## src/rtl/ps2_pkg.sv

```systemverilog
// Shared PS/2 frame definitions: receiver states, frame bit values and the parity helper.
package ps2_pkg;

    typedef enum logic [1:0] {
        ST_IDLE,
        ST_DATA,
        ST_PARITY,
        ST_STOP
    } ps2_state_e;

    localparam logic START_BIT = 1'b0;
    localparam logic STOP_BIT  = 1'b1;
    localparam int   DATA_BITS = 8;

    // True when the data bits plus the parity bit hold an odd number of ones.
    function automatic logic odd_parity_ok(input logic [DATA_BITS-1:0] d, input logic p);
        return ^{d, p};
    endfunction

endpackage

```

## src/rtl/ps2_line_filter.sv

```systemverilog
// Multi-flop synchronizer followed by a level filter that only follows the input
// after FILTER_LEN consecutive samples disagree with the current filtered value.
module ps2_line_filter #(
    parameter int SYNC_STAGES = 2,
    parameter int FILTER_LEN  = 4
) (
    input  logic clk,
    input  logic reset,
    input  logic line_i,
    output logic line_o
);
    localparam int CW = $clog2(FILTER_LEN) + 1;

    logic [SYNC_STAGES-1:0] sync_q;
    logic                   filt_q;
    logic [CW-1:0]          cnt_q;
    logic                   sync_out;

    assign sync_out = sync_q[SYNC_STAGES-1];
    assign line_o   = filt_q;

    always_ff @(posedge clk) begin
        if (reset) begin
            sync_q <= '1;
        end else begin
            sync_q[0] <= line_i;
            for (int i = 1; i < SYNC_STAGES; i++) begin
                sync_q[i] <= sync_q[i-1];
            end
        end
    end

    always_ff @(posedge clk) begin
        if (reset) begin
            filt_q <= 1'b1;
            cnt_q  <= '0;
        end else if (sync_out != filt_q) begin
            // The disagreeing sample that completes the run flips the output.
            if (cnt_q == CW'(FILTER_LEN - 1)) begin
                filt_q <= sync_out;
                cnt_q  <= '0;
            end else begin
                cnt_q <= cnt_q + CW'(1);
            end
        end else begin
            cnt_q <= '0;
        end
    end

endmodule

```

## src/rtl/ps2_frame_rx.sv

```systemverilog
// PS/2 device-to-host frame receiver: 11-bit frames sampled on filtered ps2_clk
// falling edges, single-byte holding register with valid/ready and error pulses.
module ps2_frame_rx
    import ps2_pkg::*;
#(
    parameter int SYNC_STAGES    = 2,
    parameter int FILTER_LEN     = 4,
    parameter int TIMEOUT_CYCLES = 50000
) (
    input  logic       clk,
    input  logic       reset,
    input  logic       ps2_clk,
    input  logic       ps2_dat,
    output logic [7:0] data,
    output logic       valid,
    input  logic       ready,
    output logic       parity_err,
    output logic       frame_err,
    output logic       timeout_err,
    output logic       overrun
);
    localparam int TW = $clog2(TIMEOUT_CYCLES + 1);

    logic clk_filt, dat_sync, clk_prev_q, sample_evt, tmo_hit;

    ps2_state_e     state_q, state_d;
    logic [2:0]     bit_cnt_q, bit_cnt_d;
    logic [7:0]     shift_q, shift_d;
    logic           parity_q, parity_d;
    logic [TW-1:0]  tmo_q, tmo_d;
    logic [7:0]     data_q, data_d;
    logic           valid_q, valid_d;
    logic           par_err_q, par_err_d;
    logic           frm_err_q, frm_err_d;
    logic           tmo_err_q, tmo_err_d;
    logic           ovr_q, ovr_d;
    logic           frame_ok;

    ps2_line_filter #(.SYNC_STAGES(SYNC_STAGES), .FILTER_LEN(FILTER_LEN)) u_clk_filter (
        .clk(clk), .reset(reset), .line_i(ps2_clk), .line_o(clk_filt)
    );

    ps2_line_filter #(.SYNC_STAGES(SYNC_STAGES), .FILTER_LEN(1)) u_dat_sync (
        .clk(clk), .reset(reset), .line_i(ps2_dat), .line_o(dat_sync)
    );

    assign sample_evt = clk_prev_q & ~clk_filt;
    // A sample landing on the expiry cycle keeps the frame alive.
    assign tmo_hit    = (state_q != ST_IDLE) && !sample_evt && (tmo_q == TW'(TIMEOUT_CYCLES - 1));

    always_ff @(posedge clk) begin
        if (reset) begin
            clk_prev_q <= 1'b1;
            state_q    <= ST_IDLE;
            bit_cnt_q  <= '0;
            shift_q    <= '0;
            parity_q   <= 1'b0;
            tmo_q      <= '0;
            data_q     <= '0;
            valid_q    <= 1'b0;
            par_err_q  <= 1'b0;
            frm_err_q  <= 1'b0;
            tmo_err_q  <= 1'b0;
            ovr_q      <= 1'b0;
        end else begin
            clk_prev_q <= clk_filt;
            state_q    <= state_d;
            bit_cnt_q  <= bit_cnt_d;
            shift_q    <= shift_d;
            parity_q   <= parity_d;
            tmo_q      <= tmo_d;
            data_q     <= data_d;
            valid_q    <= valid_d;
            par_err_q  <= par_err_d;
            frm_err_q  <= frm_err_d;
            tmo_err_q  <= tmo_err_d;
            ovr_q      <= ovr_d;
        end
    end

    always_comb begin
        state_d   = state_q;
        bit_cnt_d = bit_cnt_q;
        shift_d   = shift_q;
        parity_d  = parity_q;
        tmo_d     = (state_q == ST_IDLE || sample_evt) ? '0 : tmo_q + TW'(1);
        if (tmo_hit) begin
            state_d = ST_IDLE;
            tmo_d   = '0;
        end else if (sample_evt) begin
            case (state_q)
                ST_IDLE: begin
                    if (dat_sync == START_BIT) begin
                        state_d   = ST_DATA;
                        bit_cnt_d = '0;
                    end
                end
                ST_DATA: begin
                    shift_d = {dat_sync, shift_q[7:1]};
                    if (bit_cnt_q == 3'(DATA_BITS - 1)) begin
                        state_d = ST_PARITY;
                    end else begin
                        bit_cnt_d = bit_cnt_q + 3'd1;
                    end
                end
                ST_PARITY: begin
                    parity_d = dat_sync;
                    state_d  = ST_STOP;
                end
                default: state_d = ST_IDLE;
            endcase
        end
    end

    always_comb begin
        frm_err_d = sample_evt && (((state_q == ST_IDLE) && (dat_sync != START_BIT)) ||
                                   ((state_q == ST_STOP) && (dat_sync != STOP_BIT)));
        frame_ok  = sample_evt && (state_q == ST_STOP) && (dat_sync == STOP_BIT) &&
                    odd_parity_ok(shift_q, parity_q);
        par_err_d = sample_evt && (state_q == ST_STOP) && (dat_sync == STOP_BIT) &&
                    !odd_parity_ok(shift_q, parity_q);
        tmo_err_d = tmo_hit;
        ovr_d     = frame_ok && valid_q && !ready;
        data_d    = data_q;
        valid_d   = valid_q && !ready;
        if (frame_ok && (!valid_q || ready)) begin
            data_d  = shift_q;
            valid_d = 1'b1;
        end
    end

    assign data        = data_q;
    assign valid       = valid_q;
    assign parity_err  = par_err_q;
    assign frame_err   = frm_err_q;
    assign timeout_err = tmo_err_q;
    assign overrun     = ovr_q;

endmodule

```

## config.mk

```make
export PLATFORM = sky130hd
export DESIGN_NAME = ps2_frame_rx
export DESIGN_NICKNAME = d
export VERILOG_FILES = /design/src/rtl/ps2_pkg.sv /design/src/rtl/ps2_line_filter.sv /design/src/rtl/ps2_frame_rx.sv
export SDC_FILE = /design/constraint.sdc
export NUM_CORES = 1
export LEC_CHECK = 0
export BUFFER_PORTS_ARGS = -buffer_cell sky130_fd_sc_hd__buf_2
export CAP_MARGIN = 20
export CORE_UTILIZATION = 41
export CTS_CLUSTER_SIZE = 30
export DETAILED_ROUTE_END_ITERATION = 10
export GPL_ROUTABILITY_DRIVEN = 0
export SETUP_SLACK_MARGIN = 0.15
export SYNTH_ARGS = -nofsm -noshare
export SYNTH_HDL_FRONTEND = slang
export SYNTH_SLANG_ARGS = --single-unit
```

## constraint.sdc

```tcl
create_clock -name clk -period 2.9 [get_ports clk]
set_clock_uncertainty 0.1 [all_clocks]
set_input_delay 0.145 -clock clk [delete_from_list [all_inputs] [get_ports clk]]
set_output_delay 0.145 -clock clk [all_outputs]
set_load 0.03 [all_outputs]
```

==> results.yml <==
timing:
  timing.final.crit_share_pct: 66.6
  final-setup-viol-count: 0
  min_period_ps: 1930
  fin_setup_tns_ps: 0
  worst_slack_ps: 969
  max_slew_margin_pct: 65.3
  finalMaxSlewViolations: 0
  finalHoldViolations: 0
  fmax_mhz: 518
  worst_slew_pin_slew_ps: 518
  rsz0062_at_grt: "false"
  holdWs_ps: 79.4
floorplan:
  ios: 18
  rows: 26
  core_area_mm2: 0.00517
  dieWidth_um: 75.9
  fp.dieH_um: 75.9
  dieArea_mm2: 0.00576
  start_util_pct: 43.3
worst_setup_path:
  cp_data_required_time_ps: 3030
  worst-path-max-fanout: 6
  worst-setup-path-type: "reg -> reg"
  ff2ff_setup_slack_ps: 970
  reg2reg_depth: 6
  cp-end-kind: "flip-flop"
  r2r-start: "state_q[0]"
  reg2reg_to: "state_q[0]"
  start_kind: "flip-flop"
  cp.arrival_ps: 2060
grt:
  grt_pass1_vias: 1515
  grt_max_degree: 25
  grt_usage_pct: 14.8
  grt_first_pass_wirelength_mm: 6.82
  antenna_found_initial: 0
  overflow: 0
synth:
  synth_area_mm2: 0.00224
  syn_nets: 264
  synthCells: 250
  yosys_warnings: 0
  synth_seq_area_share_pct: 48.3
  avgSynthCellArea_um2: 8.96
  yosys-top-cells-area: "dfxtp_1, nand2_1, xnor2_1"
  synth_top_area_share_pct: 48.3
  synth_top_area_cell: "dfxtp_1"
  synth.distinct_cells: 30
  synth_seq_cells: 54
status:
  status: "finished, final reports clean"
pwr:
  ir_drop_v: 0.000232
  power_density_mw_per_mm2: 475
  leakagePower_nw: 0.901
  power_mw: 1.18
finish:
  final_common_cell: "dfxtp_1"
  nFillCells: 519
  stdcell_area_mm2: 0.00249
  num-nets-final: 283
  multi_input_area_mm2: 0.00109
  drive_gt1_share_pct: 11.5
  seq_area_mm2: 0.00108
  final_cell_mix: "dfxtp_1, nand2_1, nor2_1"
  diodes: 0
  syn2layout_area_growth_pct: 11.3
drt:
  routed_wirelength_mm: 3.81
  wl_met1_mm: 1.97
  num_vias: 1610
  drt.antenna.violating_nets: 0
  met3WireLength_um: 106
  drcViolationCount: 0
  drt_iter0_markers: 69
  wire_per_inst_um: 11.2
  highest_layer: "met4"
  first_pass_iters: 4
  dr_wl_met2_mm: 1.67
  routed_via_density: 4.74
clock_tree:
  ctsHtreeMaxLevel: 2
  insertion_delay_ps: 300
  clk_pin_slew_ps: 90
  numCtsBuffers: 5
  cts_buffer_depth: 2
  cts_tree: "done"
  cts.sinks: 54
  cts_root_buffer: "clkbuf_8"
hold_path:
  hp-class: "in -> reg"
  whs_path_depth: 3
  hold_path_end: "overrun"
  hp-start: "ready"
placed_design:
  post_dp_cell_area_mm2: 0.00238
  io_buffers: 17
  dpl_worst_slack_ps: 969
  post-dp-hpwl_mm: 2.70
flow_run:
  maxCapViolCount: 0
[worst max-delay path, cell delays in order (launching register included)]
cell	delay [ps]
dfxtp_1	400
inv_1	80
ha_1	270
a21oi_1	310
o21ai_1	170
or3_1	360
a21oi_1	170
[synth_stat cells]
cell type / number
o211ai_1: 1
mux2i_1: 12
clkinv_1: 1
xnor3_1: 1
xor2_1: 5
nand4_1: 6
or3_1: 2
conb_1: 1
clkbuf_1: 7
nor2b_1: 3
nor4b_1: 1
nand2b_1: 2
inv_1: 7
and3_1: 3
and4_1: 1
nor4_1: 1
o31ai_1: 1
dfxtp_1: 54
nor3_1: 8
o21ai_0: 3
nor2b_4: 1
nand3_1: 14
or2_2: 5
xnor2_1: 17
ha_1: 9
buf_6: 1
nor2_1: 27
nand2_1: 41
a21oi_1: 14
o21ai_1: 1
[power breakdown]
group / switching (mW) / internal (mW) / leakage (nW)
Sequential: 0.00199 / 0.745 / 0.436
Clock: 0.226 / 0.193 / 0.0482
Combinational: 0.0112 / 0.00735 / 0.416
Total: 0.239 / 0.945 / 0.901
[stage by stage]
step	std cells	util (%)
after detailed placement	330	46.1
after CTS	340	48.2
after floorplan	250	-
final	340	48.2
after global placement	330	46.1
after global routing	340	48.2
[worst max-delay path by stage]
stage	slack, ps	to	startpoint	depth (start not counted)
2_1_floorplan	1210	data[0]	shift_q[2]	6
3_3_place_gp	1000	state_q[0]	state_q[0]	6
3_5_place_dp	970	state_q[0]	state_q[0]	6
4_1_cts	950	state_q[0]	state_q[0]	6
5_1_grt	820	state_q[0]	state_q[0]	6
6_report	970	state_q[0]	state_q[0]	6
[logic make-up (layout without fill, tap and decap cells)]
family	count (synthesis)	count (layout)	share of synthesized area (%)
compound gates	20	20	4.69
xor+xnor	23	23	9.61
fa+ha+maj	9	9	5.03
buf+inv	16	36	3.02
flops	54	54	48.3
mux	12	12	5.36
other cells	1	1	0.167
simple gates	115	115	23.9
[final cells by class]
| class | instances | area share (%) |
|---|---|---|
| repair buffers | 20 | 4.52 |
| well taps | 70 | 3.51 |
| clock inverters | 1 | 0.201 |
| multi-input cells | 180 | 43.8 |
| clock buffers | 7 | 3.46 |
| inverters | 8 | 1.20 |
| flip-flops and latches | 54 | 43.4 |
[routing by layer]
layer	track usage [%]	vias up
met5	0	-
met1	19.4	723
met4	6.92	0
met2	23.1	22
li1	-	859
met3	3.25	6
[sequential cells by signal, summed over array words and instances (netlist names)]
register / flops
valid: 1
u_clk_filter.sync_q: 2
timeout_err: 1
u_clk_filter.line_o: 1
u_dat_sync.line_o: 1
state_q: 2
parity_err: 1
u_clk_filter.cnt_q: 3
u_dat_sync.cnt_q: 1
frame_err: 1
shift_q: 8
u_dat_sync.sync_q: 2
data: 8
clk_prev_q: 1
overrun: 1
parity_q: 1
tmo_q: 16
bit_cnt_q: 3
[repair_timing]
action	4_1_cts	5_1_grt
hold buffers	2	0
setup buffers	0	0
resized for setup	0	0
endpoints found under the hold margin	2	0
Power figures use the tool's default switching activity.
